==> src/rtl/fetch_pkg.sv <==
// Shared types and constants for the instruction fetch stage.
package fetch_pkg;
    localparam int          ILEN             = 32;
    localparam logic [31:0] PC_STEP          = 32'd4;
    localparam logic [31:0] DEFAULT_RESET_PC = 32'h0000_0000;

    typedef enum logic [1:0] {
        FETCH = 2'd0,
        DRAIN = 2'd1,
        HALT  = 2'd2
    } fetch_state_t;
endpackage

==> src/rtl/fetch_buf.sv <==
// In-order instruction queue: entries are allocated at request time and filled
// in order as responses return; only a filled head is visible to decode.
module fetch_buf
    import fetch_pkg::*;
#(
    parameter  int DEPTH = 2,
    localparam int PTR_W = $clog2(DEPTH),
    localparam int CNT_W = PTR_W + 1
) (
    input  logic             clk,
    input  logic             rst,
    input  logic             flush,
    input  logic             alloc,
    input  logic [ILEN-1:0]  alloc_pc,
    input  logic             fill,
    input  logic [ILEN-1:0]  fill_data,
    input  logic             pop,
    output logic             head_valid,
    output logic [ILEN-1:0]  head_pc,
    output logic [ILEN-1:0]  head_data,
    output logic [CNT_W-1:0] count,
    output logic [CNT_W-1:0] pend_cnt
);
    localparam logic [PTR_W-1:0] PTR_ONE = PTR_W'(1);

    logic [ILEN-1:0]  pc_q   [DEPTH];
    logic [ILEN-1:0]  data_q [DEPTH];
    logic [DEPTH-1:0] filled_q;
    logic [PTR_W-1:0] head_q, tail_q, fill_q;
    logic [CNT_W-1:0] count_q, pend_q;

    always_ff @(posedge clk) begin
        if (alloc) pc_q[tail_q] <= alloc_pc;
        if (fill)  data_q[fill_q] <= fill_data;
    end

    // Tail, fill and head slots never coincide when their strobes are active.
    always_ff @(posedge clk) begin
        if (!rst || flush) begin
            head_q   <= '0;
            tail_q   <= '0;
            fill_q   <= '0;
            count_q  <= '0;
            pend_q   <= '0;
            filled_q <= '0;
        end else begin
            if (alloc) begin
                filled_q[tail_q] <= 1'b0;
                tail_q           <= tail_q + PTR_ONE;
            end
            if (fill) begin
                filled_q[fill_q] <= 1'b1;
                fill_q           <= fill_q + PTR_ONE;
            end
            if (pop) begin
                filled_q[head_q] <= 1'b0;
                head_q           <= head_q + PTR_ONE;
            end
            count_q <= count_q + CNT_W'(alloc) - CNT_W'(pop);
            pend_q  <= pend_q + CNT_W'(alloc) - CNT_W'(fill);
        end
    end

    assign head_valid = filled_q[head_q];
    assign head_pc    = pc_q[head_q];
    assign head_data  = data_q[head_q];
    assign count      = count_q;
    assign pend_cnt   = pend_q;
endmodule

==> src/rtl/instr_fetch.sv <==
// Instruction fetch stage: PC, imem request/response, in-order queue and redirect.
// FETCH_MISALIGN_CHK_EN enables misaligned-redirect detection and the HALT state.
module instr_fetch
    import fetch_pkg::*;
#(
    parameter logic [31:0] RESET_PC  = DEFAULT_RESET_PC,
    parameter int          BUF_DEPTH = 2
) (
    input  logic             clk,
    input  logic             rst,
    output logic             imem_req_valid,
    input  logic             imem_req_ready,
    output logic [ILEN-1:0]  imem_req_addr,
    input  logic             imem_rsp_valid,
    input  logic [ILEN-1:0]  imem_rsp_data,
    output logic             instr_valid,
    input  logic             instr_ready,
    output logic [ILEN-1:0]  instr,
    output logic [ILEN-1:0]  instr_pc,
    input  logic             redirect,
    input  logic [ILEN-1:0]  redirect_pc,
    output logic             misalign_err
);
    localparam int               PTR_W    = $clog2(BUF_DEPTH);
    localparam int               CNT_W    = PTR_W + 1;
    localparam logic [CNT_W-1:0] FULL_CNT = CNT_W'(BUF_DEPTH);

    fetch_state_t     state;
    logic [ILEN-1:0]  fetch_pc;
    logic [CNT_W-1:0] drop_cnt, count, pend_cnt, outstanding, drop_after;
    logic [ILEN-1:0]  head_pc, head_data, last_instr, last_pc, target_pc;
    logic             head_valid, accept, fill, pop, rsp_live, misaligned;

`ifdef FETCH_MISALIGN_CHK_EN
    logic misalign_q;

    assign misaligned = |redirect_pc[1:0];
    assign target_pc  = redirect_pc;

    always_ff @(posedge clk) begin
        if (!rst) misalign_q <= 1'b0;
        else      misalign_q <= redirect && misaligned;
    end
    assign misalign_err = misalign_q;
`else
    logic unused_redirect_lsb;

    assign unused_redirect_lsb = ^redirect_pc[1:0];
    assign misaligned          = 1'b0;
    assign target_pc           = {redirect_pc[ILEN-1:2], 2'b00};
    assign misalign_err        = 1'b0;
`endif

    assign imem_req_valid = rst && (state == FETCH) && !redirect && (count < FULL_CNT);
    assign imem_req_addr  = fetch_pc;
    assign accept         = imem_req_valid && imem_req_ready;

    // Live entries and drop_cnt are never both non-zero, so their sum is the
    // number of requests still owed a response.
    assign outstanding = pend_cnt + drop_cnt;
    assign rsp_live    = imem_rsp_valid && (outstanding != '0);
    assign drop_after  = outstanding - CNT_W'(rsp_live);
    assign fill        = rsp_live && (state == FETCH) && !redirect;
    assign pop         = instr_valid && instr_ready;

    assign instr_valid = head_valid;
    assign instr       = head_valid ? head_data : last_instr;
    assign instr_pc    = head_valid ? head_pc   : last_pc;

    fetch_buf #(.DEPTH(BUF_DEPTH)) u_buf (
        .clk        (clk),
        .rst        (rst),
        .flush      (redirect),
        .alloc      (accept),
        .alloc_pc   (fetch_pc),
        .fill       (fill),
        .fill_data  (imem_rsp_data),
        .pop        (pop),
        .head_valid (head_valid),
        .head_pc    (head_pc),
        .head_data  (head_data),
        .count      (count),
        .pend_cnt   (pend_cnt)
    );

    always_ff @(posedge clk) begin
        if (!rst) begin
            state      <= FETCH;
            fetch_pc   <= RESET_PC;
            drop_cnt   <= '0;
            last_instr <= '0;
            last_pc    <= '0;
        end else begin
            if (head_valid) begin
                last_instr <= head_data;
                last_pc    <= head_pc;
            end
            if (redirect) begin
                fetch_pc <= target_pc;
                drop_cnt <= drop_after;
                if (misaligned)               state <= HALT;
                else if (drop_after == '0)    state <= FETCH;
                else                          state <= DRAIN;
            end else begin
                case (state)
                    FETCH: if (accept) fetch_pc <= fetch_pc + PC_STEP;
                    DRAIN: if (rsp_live) begin
                        drop_cnt <= drop_after;
                        if (drop_after == '0) state <= FETCH;
                    end
                    HALT:  if (rsp_live) drop_cnt <= drop_after;
                    default: state <= FETCH;
                endcase
            end
        end
    end
endmodule

==> config.mk <==
export PLATFORM = sky130hd
export DESIGN_NAME = instr_fetch
export DESIGN_NICKNAME = d
export VERILOG_FILES = /design/src/rtl/fetch_pkg.sv /design/src/rtl/fetch_buf.sv /design/src/rtl/instr_fetch.sv
export SDC_FILE = /design/constraint.sdc
export NUM_CORES = 1
export LEC_CHECK = 0
export BUFFER_PORTS_ARGS = -buffer_cell sky130_fd_sc_hd__clkbuf_2
export CAP_MARGIN = 20
export CORE_MARGIN = 4
export CORE_UTILIZATION = 60
export DETAILED_ROUTE_END_ITERATION = 16
export GPL_TIMING_DRIVEN = 0
export PLACE_DENSITY = 0.92
export RECOVER_POWER = 50
export SYNTH_ARGS = -nofsm -noshare
export SYNTH_HDL_FRONTEND = slang
export SYNTH_SLANG_ARGS = --single-unit
==> constraint.sdc <==
create_clock -name clk -period 9.5 [get_ports clk]
set_clock_uncertainty 0.2 [all_clocks]
set_input_delay 0.95 -clock clk [delete_from_list [all_inputs] [get_ports clk]]
set_output_delay 0.95 -clock clk [all_outputs]
set_load 0.005 [all_outputs]
==> results of run 1 <==
cell families after synthesis:
| family | Yosys count | synth area share, % |
|---|---|---|
| xor gates and xnor gates | 7 | 0.817 |
| DFF | 231 | 62.8 |
| and+or+nand+nor | 260 | 14.7 |
| adders and majority gates | 6 | 0.803 |
| other | 1 | 0.0401 |
| muxes | 66 | 7.08 |
| AOI/OAI and AO/OA | 159 | 10.6 |
| buffers and inverters | 71 | 3.16 |
final timing paths:
path / start / endpoint / slack, ns / cells past startpoint
worst max-delay path: u_buf.head_q / instr_pc[13] / 5.48 / 6
worst min-delay path: last_pc[1] / last_pc[1] / 0.29 / 1
worst max register to register: state[0] / u_buf.pc_q[0][30] / 6.31 / 5
worst min register to register: last_pc[1] / last_pc[1] / 0.29 / 1
power groups by stage:
stage | combinational [mW] | clock, mW | sequential (mW)
3_5_place_dp | 0.0895 | 0 | 1.11
2_1_floorplan | 0.0442 | 0 | 1.10
4_1_cts | 0.0906 | 0.872 | 1.09
6_report | 0.0886 | 0.869 | 1.09
5_1_grt | 0.0963 | 0.915 | 1.09
3_3_place_gp | 0.0859 | 0 | 1.11
routing by layer:
layer | global-route usage (%) | vias to the layer above | wire length, um
met4 | 11.4 | 0 | 1070
met2 | 45.1 | 422 | 11800
met3 | 4.90 | 90 | 2280
li1 | - | 3308 | -
met1 | 34.3 | 3497 | 9110
met5 | 0 | - | 0
state kept, by name, summed over array words and instances (netlist names), named ones only:
name            flops
drop_cnt            2
imem_req_addr      30
last_instr         32
last_pc            32
state               1
u_buf.count         2
u_buf.data_q       64
u_buf.fill_q        1
u_buf.filled_q      2
u_buf.head_q        1
u_buf.pc_q         60
u_buf.pend_cnt      2
u_buf.tail_q        1
final cells by class:
class	count	area, sq um	area share (%)
Buffer	55	219	1.98
Clock inverter	11	91.3	0.824
Tap cell	188	235	2.12
Inverter	16	61.3	0.553
Multi-Input combinational cell	501	3180	28.7
Clock buffer	32	641	5.78
Timing Repair Buffer	162	786	7.09
Sequential cell	231	5870	52.9
critical path, delay by kind of cell (launching register included):
kind,cells,cell delay [ns]
compound gates,1,0.16
buf+inv,3,1.25
flops,1,0.40
mux,1,0.44
simple gates,1,0.11
stage by stage:
step                util (%)  cells
finish                  72.9   1196
global route            72.9   1196
CTS                     73.4   1196
detailed placement      68.6   1153
global placement        68.4   1152
floorplan                  -    803
cells in the final DEF, fill, tap and decap left out, drive strengths merged, types with 3 or more instances in the layout:
master,Yosys,layout
or4,10,10
clkinv,2,9
a31oi,9,9
a211o,3,3
o211ai,16,16
ha,6,6
or3,5,5
xor2,3,3
nand3,22,22
mux2i,65,65
inv,14,16
and2,67,67
xnor2,3,3
buf,9,6
edfxtp,124,124
dfxtp,107,107
nor2,11,11
clkbuf,46,243
a21boi,3,3
a21oi,15,15
and3,11,11
nand2,101,101
conb,1,3
nand4,10,10
and4,8,8
o21ai,77,77
a32oi,6,6
nor3,6,6
o21a,5,5
==> flow_metrics.env, run 1 <==
export IMPL_layout_nets=1067
export IMPL_slowest_stage="clkbuf_1"
export IMPL_die_w_um=133
export IMPL_htreeDepth=1
export IMPL_grtUsageTotal_pct=26.8
export IMPL_min_delay_path_class="reg2reg"
export IMPL_placed_area_sq_mm=0.0104
export IMPL_syn_avg_cell_area_sq_um=11.7
export IMPL_yosysWarnings=0
export IMPL_cp_required_ns=8.35
export IMPL_ant_nets=0
export IMPL_globalplace_congestion=0.953
export IMPL_grt_pass1_vias=7206
export IMPL_p_int_mw=1.58
export IMPL_cp_cell_sequence="mux2i_1 > clkbuf_1 > clkbuf_1 > nand2_1 > o21ai_0 > clkbuf_2"
export IMPL_std_cell_rows=45
export IMPL_antenna_found_initial=0
export IMPL_finalSetupViolations=0
export IMPL_synth_top_area_share_pct=39.9
export IMPL_drc=0
export IMPL_grt_max_degree=33
export IMPL_synth_most_common_cell="edfxtp_1"
export IMPL_port_buffers=161
export IMPL_cts_buffers=24
export IMPL_design_area_sq_mm=0.0111
export IMPL_powerDensity_mw_per_mm2=185
export IMPL_crit_arrival_ns=2.87
export IMPL_switching_share_pct=22.6
export IMPL_worstSetupEndpointType="output port"
export IMPL_antenna_cells=0
export IMPL_ys_seq_area_share_pct=62.8
export IMPL_area_growth_pct=18.6
export IMPL_vias=7317
export IMPL_cts_hold_buffers=0
export IMPL_pin_count=169
export IMPL_max_slew_margin_pct=-3.76
export IMPL_synth_top_area_cell="edfxtp_1"
export IMPL_num_fill_cells=1020
export IMPL_hold_violations=0
export IMPL_drive_above_1_share_pct=16.7
export IMPL_rsz0062_at_grt="no"
export IMPL_leakagePower_nw=4.04
export IMPL_slowest_delay_ns=0.59
export IMPL_pwr_share_comb_pct=4.3
export IMPL_syn_area_sq_mm=0.00934
export IMPL_seq_power_share_pct=53.2
export IMPL_root_buffer="clkbuf_16"
export IMPL_violations="capacitance limit, slew limit"
export IMPL_cts_sinks=231
export IMPL_die_y_um=133
export IMPL_pre_cts_ws_ns=5.91
export IMPL_die_area_sq_mm=0.0176
export IMPL_cts_setup_buffers=0
export IMPL_synthTopCellsByCount="edfxtp_1 (124), dfxtp_1 (107), nand2_1 (100)"
export IMPL_cts_tree="yes"
export IMPL_cp_max_fo=10
export IMPL_synth_edf_count=124
export IMPL_worst_slew_pin_slew_ns=1.56
export IMPL_vias_per_cell=6.12
export IMPL_crit_type="reg2out"
export IMPL_initial_utilization_pct=61.5
export IMPL_holdWs_ns=0.293
export IMPL_wire_per_inst_um=20.3
export IMPL_power_switching_mw=0.464
export IMPL_clk_insertion_delay_late_ns=0.52
export IMPL_grt_ovfl_total=0
export IMPL_drt_pass1_iterations=5
export IMPL_cts_path_max_buffers=3
export IMPL_dp_hpwl_um=16400
export IMPL_grt_first_pass_wirelength_um=37900
export IMPL_fin_crit_sh_pct=42.3
export IMPL_timing_fmax_ghz=0.249
export IMPL_crit_top_cell="clkbuf_1"
export IMPL_ctsResizeCount=0
export IMPL_yosysUniqueCellTypes=58
export IMPL_synth_seq_cells=231
export IMPL_peakVddDrop_mv=0.181
export IMPL_totalPowerFinal_mw=2.05
export IMPL_async_reset_ff_share_pct=0
export IMPL_core_area_sq_mm=0.0152
export IMPL_outcome="finished, violations left"
export IMPL_slew_viol_final=32
export IMPL_drt_wl_total_um=24200
export IMPL_clk_pin_slew_ns=0.06
export IMPL_syn_inst=801
export IMPL_max_cap_viol_count=1
export IMPL_setup_tns_ns=0
export IMPL_yosys_top_cells_area="edfxtp_1 (40%), dfxtp_1 (23%), mux2i_1 (7.0%), and2_1 (4.5%), o21ai_0 (4.1%)"
export IMPL_start_kind="flop"
export IMPL_synth_ff_type="edfxtp_1"
export IMPL_drt_iter0_drc=729
export IMPL_min_period_ns=4.02
export IMPL_setup_ws_ns=5.48
export IMPL_clkPwrFrac_pct=42.4
No activity file was read; power rests on OpenSTA's default activity.
==> inputs of run 2 (changes only) <==
--- a/config.mk
+++ b/config.mk
@@ -8,10 +8,10 @@
 export BUFFER_PORTS_ARGS = -buffer_cell sky130_fd_sc_hd__clkbuf_2
 export CAP_MARGIN = 20
 export CORE_MARGIN = 4
-export CORE_UTILIZATION = 60
+export CORE_UTILIZATION = 50
 export DETAILED_ROUTE_END_ITERATION = 16
 export GPL_TIMING_DRIVEN = 0
-export PLACE_DENSITY = 0.92
+export PLACE_DENSITY = 0.83
 export RECOVER_POWER = 50
 export SYNTH_ARGS = -nofsm -noshare
 export SYNTH_HDL_FRONTEND = slang
==> constraint.sdc (replaced) <==
create_clock -name clk -period 3.2 [get_ports clk]
set_clock_uncertainty 0.2 [all_clocks]
set_input_delay 0.32 -clock clk [delete_from_list [all_inputs] [get_ports clk]]
set_output_delay 0.32 -clock clk [all_outputs]
set_load 0.005 [all_outputs]
==> flow_metrics.env, run 2 (same netlist as run 1, synthesis figures left out) <==
export IMPL_outcome="complete, no violations"
export IMPL_final_cell_mix="clkbuf_2 (130), edfxtp_1 (124), dfxtp_1 (107), nand2_1 (101), clkbuf_1 (79)"
export IMPL_max_slew_margin_pct=39.3
export IMPL_peakVddDrop_mv=0.638
export IMPL_hold_violations=0
export IMPL_use_met1_pct=30.2
export IMPL_initial_utilization_pct=51.5
export IMPL_layout_nets=1129
export IMPL_vias_per_cell=5.72
export IMPL_drive_above_1_share_pct=17.0
export IMPL_worstSetupEndpointType="flop"
export IMPL_grt_first_pass_wirelength_um=38500
export IMPL_drt_pass1_iterations=5
export IMPL_cts_setup_buffers=0
export IMPL_regMostFlops="u_buf.data_q"
export IMPL_cp_max_fo=30
export IMPL_slew_viol_final=0
export IMPL_grt_busiest_layer="met2"
export IMPL_cts_path_max_buffers=3
export IMPL_critPathLaunch="state[0]"
export IMPL_pin_count=169
export IMPL_setup_tns_ns=0
export IMPL_drt_wl_total_um=24800
export IMPL_crit_arrival_ns=3.07
export IMPL_r2r_cells=5
export IMPL_die_area_sq_mm=0.0209
export IMPL_reg_top3="u_buf.data_q (64), u_buf.pc_q (60)"
export IMPL_globalplace_congestion=0.876
export IMPL_r2r_end="u_buf.pc_q[0][3]"
export IMPL_num_fill_cells=1341
export IMPL_mostFrequentLayoutCell="clkbuf_2"
export IMPL_met3_usage_pct=3.45
export IMPL_root_buffer="clkbuf_16"
export IMPL_area_growth_pct=28.2
export IMPL_grt_use_met2_pct=38.6
export IMPL_antenna_cells=0
export IMPL_grt_ovfl_total=0
export IMPL_core_area_sq_mm=0.0181
export IMPL_fin_crit_sh_pct=98.0
export IMPL_timing_fmax_ghz=0.319
export IMPL_largest_reg_flops=64
export IMPL_endpoint="u_buf.pc_q[0][3]"
export IMPL_totalPowerFinal_mw=6.85
export IMPL_die_y_um=145
export IMPL_max_cap_viol_count=0
export IMPL_grtUsageTotal_pct=23.4
export IMPL_ant_nets=0
export IMPL_min_delay_path_class="in2reg"
export IMPL_start_kind="flop"
export IMPL_htreeDepth=1
export IMPL_clk_pin_slew_ns=0.07
export IMPL_vias=7425
export IMPL_design_area_sq_mm=0.0120
export IMPL_port_buffers=161
export IMPL_grt_pass1_vias=7282
export IMPL_std_cell_rows=49
export IMPL_pre_cts_ws_ns=0.0908
export IMPL_cp_required_ns=3.13
export IMPL_drt_iter0_drc=714
export IMPL_worst_slew_pin_slew_ns=0.908
export IMPL_grt_max_degree=33
export IMPL_die_w_um=145
export IMPL_placed_area_sq_mm=0.0105
export IMPL_r2r_slack_ns=0.06
export IMPL_crit_type="reg2reg"
export IMPL_drc=0
export IMPL_cts_sinks=231
export IMPL_antenna_found_initial=0
export IMPL_leakagePower_nw=4.45
export IMPL_cts_tree="yes"
export IMPL_wire_per_inst_um=19.1
export IMPL_min_period_ns=3.14
export IMPL_dp_hpwl_um=16100
export IMPL_cts_buffers=24
export IMPL_r2r_start="state[0]"
export IMPL_clk_insertion_delay_late_ns=0.52
export IMPL_rsz0062_at_grt="yes"
export IMPL_setup_ws_ns=0.0636
export IMPL_finalSetupViolations=0
export IMPL_powerDensity_mw_per_mm2=572
[run 2: how the worst min path moves through the flow]
| stage | from | endpoint | depth (start not counted) | slack [ns] |
|---|---|---|---|---|
| global placement | u_buf.fill_q | u_buf.fill_q | 2 | 0.26 |
| CTS | redirect | state[0] | 3 | 0.01 |
| floorplan | imem_rsp_valid | drop_cnt[1] | 1 | 0.21 |
| detailed placement | last_pc[0] | last_pc[0] | 1 | 0.27 |
| finish | redirect | state[0] | 3 | 0.008 |
| global route | redirect_pc[22] | imem_req_addr[22] | 4 | 0.04 |
[run 2: timing repair]
action | CTS | global route
resized for setup | 1 | 22
endpoints found under the setup margin | 61 | 47
hold buffers | 62 | 0
hold endpoints to repair | 95 | 0
[run 2: metrics by stage]
step | std cells | util, % | hold WS, ns
after floorplan | 803 | - | 0.208
after detailed placement | 1194 | 57.8 | 0.269
final | 1299 | 66.0 | 0.00799
after global routing | 1299 | 66.0 | 0.0366
after CTS | 1299 | 66.4 | 0.0129
after global placement | 1193 | 57.6 | 0.264
[run 2: layer usage]
| layer | part of all wire [%] | wire (um) | vias to the layer above |
|---|---|---|---|
| li1 | - | - | 3446 |
| met1 | 39 | 9780 | 3508 |
| met2 | 48 | 11900 | 375 |
| met3 | 7.4 | 1840 | 96 |
| met4 | 5.3 | 1310 | 0 |
| met5 | 0 | 0 | - |
[run 2: where the power goes]
part | leakage (nW) | switching (mW) | internal [mW]
combinational | 1.98 | 0.179 | 0.149
sequential | 2.01 | 0.0634 | 3.17
clock | 0.457 | 1.16 | 2.13
[run 2: cell type report]
type | count | area, sq um | share of cell area (%)
flip-flops and latches | 231 | 5870 | 49.0
multi-input cells | 501 | 3190 | 26.6
repair buffers | 224 | 1400 | 11.7
clock buffers | 26 | 618 | 5.16
clock inverters | 17 | 325 | 2.72
well taps | 229 | 287 | 2.39
plain buffers | 55 | 231 | 1.93
inverters | 16 | 61.3 | 0.512
[run 2: worst max-delay path, stage by stage (launching register included)]
cell and delay, ns:
dfxtp_1 0.34, or4b_1 0.57, clkinvlp_2 0.28, nand2_1 0.22
clkbuf_1 0.33, nor2_4 0.77
==> inputs of run 3 (changes only) <==
--- a/config.mk
+++ b/config.mk
@@ -7,11 +7,13 @@
 export LEC_CHECK = 0
 export BUFFER_PORTS_ARGS = -buffer_cell sky130_fd_sc_hd__clkbuf_2
 export CAP_MARGIN = 20
+export CORE_ASPECT_RATIO = 1.4
 export CORE_MARGIN = 4
-export CORE_UTILIZATION = 50
+export CORE_UTILIZATION = 52
+export CTS_BUF_LIST = sky130_fd_sc_hd__clkbuf_2
 export DETAILED_ROUTE_END_ITERATION = 16
 export GPL_TIMING_DRIVEN = 0
-export PLACE_DENSITY = 0.83
+export PLACE_DENSITY = 0.85
 export RECOVER_POWER = 50
 export SYNTH_ARGS = -nofsm -noshare
 export SYNTH_HDL_FRONTEND = slang
==> flow_metrics.env, run 3 (same netlist as run 1, synthesis figures left out) <==
export IMPL_slowest_delay_ns=0.46
export IMPL_placed_cells=1202
export IMPL_worstSetupEndpointType="output port"
export IMPL_area_growth_pct=28.0
export IMPL_dp_hpwl_um=16900
export IMPL_antenna_found_initial=2
export IMPL_start_kind="flop"
export IMPL_num_fill_cells=1219
export IMPL_cp_depth=6
export IMPL_clkPwrFrac_pct=33.1
export IMPL_pin_count=169
export IMPL_max_slew_margin_pct=41.7
export IMPL_crit_type="reg2out"
export IMPL_drt_pass1_iterations=5
export IMPL_crit_buf_inv=3
export IMPL_seq_power_share_pct=60.0
export IMPL_min_delay_path_class="in2reg"
export IMPL_final_cell_mix="clkbuf_2 (229), edfxtp_1 (124), dfxtp_1 (107), nand2_1 (100), dlygate4sd3_1 (98)"
export IMPL_ant_nets=0
export IMPL_grt_first_pass_wirelength_um=40600
export IMPL_hold_violations=0
export IMPL_crit_top_cell="clkbuf_2"
export IMPL_std_cell_rows=57
export IMPL_totalPowerFinal_mw=5.40
export IMPL_cts_path_max_buffers=3
export IMPL_core_area_sq_mm=0.0175
export IMPL_slowest_stage="dfxtp_1"
export IMPL_globalplace_congestion=0.924
export IMPL_cp_top_family="buffers and inverters"
export IMPL_initial_utilization_pct=53.5
export IMPL_outcome="complete, no violations"
export IMPL_final_seq_area_sq_mm=0.00587
export IMPL_regMostFlops="u_buf.data_q"
export IMPL_multiInputGateArea_sq_mm=0.00321
export IMPL_fin_crit_sh_pct=95.3
export IMPL_cp_cell_sequence="mux2i_4 > clkbuf_4 > clkbuf_2 > nand2_1 > o21ai_0 > clkbuf_2"
export IMPL_p_int_mw=4.00
export IMPL_clk_insertion_delay_late_ns=0.78
export IMPL_cts_tree="yes"
export IMPL_cp_max_fo=10
export IMPL_worst_slew_pin_slew_ns=0.872
export IMPL_power_switching_mw=1.39
export IMPL_post_route_util_pct=68.4
export IMPL_r2r_cells=7
export IMPL_largest_reg_flops=64
export IMPL_finalSetupViolations=0
export IMPL_port_buffers=161
export IMPL_holdPathStages=2
export IMPL_grt_ovfl_total=0
export IMPL_cts_setup_buffers=0
export IMPL_setup_tns_ns=0
export IMPL_drc=0
export IMPL_max_cap_viol_count=0
export IMPL_layout_nets=1189
export IMPL_final_cell_count_no_fill=1393
export IMPL_drt_wl_total_um=26700
export IMPL_root_buffer="clkbuf_2"
export IMPL_die_w_um=121
export IMPL_powerDensity_mw_per_mm2=451
export IMPL_vias_per_cell=5.59
export IMPL_cts_buffers=50
export IMPL_mostFrequentLayoutCell="clkbuf_2"
export IMPL_min_period_ns=3.05
export IMPL_reg_top3="u_buf.data_q (64), u_buf.pc_q (60)"
export IMPL_die_area_sq_mm=0.0202
export IMPL_drive_above_1_share_pct=22.3
export IMPL_die_y_um=167
export IMPL_wire_per_inst_um=19.2
export IMPL_slew_viol_final=0
export IMPL_crit_arrival_ns=2.53
export IMPL_drt_iter0_drc=589
export IMPL_peakVddDrop_mv=0.281
export IMPL_switching_share_pct=25.8
export IMPL_pwr_share_comb_pct=6.9
export IMPL_vias=7791
export IMPL_clk_pin_slew_ns=0.12
export IMPL_cp_required_ns=2.68
export IMPL_timing_fmax_ghz=0.328
export IMPL_cts_sinks=231
export IMPL_htreeDepth=2
export IMPL_leakagePower_nw=4.67
export IMPL_grt_max_degree=33
export IMPL_grtUsageTotal_pct=25.3
export IMPL_grt_pass1_vias=7851
## run 3: changes by cell type in the layout (fill, tap and decap cells not counted), moves of 2 or more
cell	previous run	this run
buf_2	2	5
clkinv_2	3	5
clkinv_1	3	11
diode_2	0	2
buf_1	3	0
clkbuf_2	130	229
clkbuf_4	0	2
bufinv_16	9	0
dlygate4sd3_1	62	98
clkbuf_16	24	0
and2_1	47	66
clkbuf_1	79	49
and2_0	19	0
## run 3: cell type report
cell class | instances | area share, %
clock buffer | 76 | 3.18
buffer | 52 | 2.04
timing repair buffer | 261 | 15.1
sequential | 231 | 49.1
clock inverter | 18 | 0.732
inverter | 16 | 0.544
multi-input combinational | 501 | 26.9
antenna | 2 | 0.0419
tap | 236 | 2.47
## run 3: stage by stage
step | worst slack, ns | hold slack, ns | cell area (sq um)
3_5_place_dp | 0.0781 | 0.271 | 10500
6_report | 0.150 | 0.0947 | 12000
2_1_floorplan | 0.439 | 0.208 | 9350
4_1_cts | -0.0415 | 0.00223 | 11900
3_3_place_gp | -0.143 | 0.265 | 10500
5_1_grt | -0.0344 | 0.00479 | 12000
## run 3: final timing paths
| kind | slack, ns | start | end |
|---|---|---|---|
| setup / recovery | 0.15 | u_buf.head_q | instr[25] |
| hold / removal | 0.09 | imem_rsp_data[3] | u_buf.data_q[1][3] |
| setup reg to reg | 0.17 | imem_req_addr[16] | imem_req_addr[29] |
| hold reg to reg | 0.29 | u_buf.fill_q | u_buf.fill_q |
## run 3: what timing repair did
item	4_1_cts	5_1_grt
hold endpoints to repair	108	12
resized for setup	13	16
hold buffers	90	8
setup endpoints to repair	65	64
## run 3: metal layers
| layer | vias to the layer above | wire (um) | global-route usage (%) | part of all wire [%] |
|---|---|---|---|---|
| li1 | 3594 | - | - | - |
| met1 | 3665 | 9280 | 27.9 | 35 |
| met2 | 423 | 13800 | 44.8 | 52 |
| met3 | 109 | 2050 | 5.16 | 7.7 |
| met4 | 0 | 1520 | 13.9 | 5.7 |
| met5 | - | 0 | 0 | 0 |
## run 3: power by group through the flow
stage	Combinational, mW	Clock [mW]	Sequential, mW
after floorplan	0.132	0	3.28
after global placement	0.257	0	3.29
after detailed placement	0.267	0	3.30
after CTS	0.357	1.79	3.23
after global routing	0.401	1.97	3.24
final	0.374	1.78	3.24
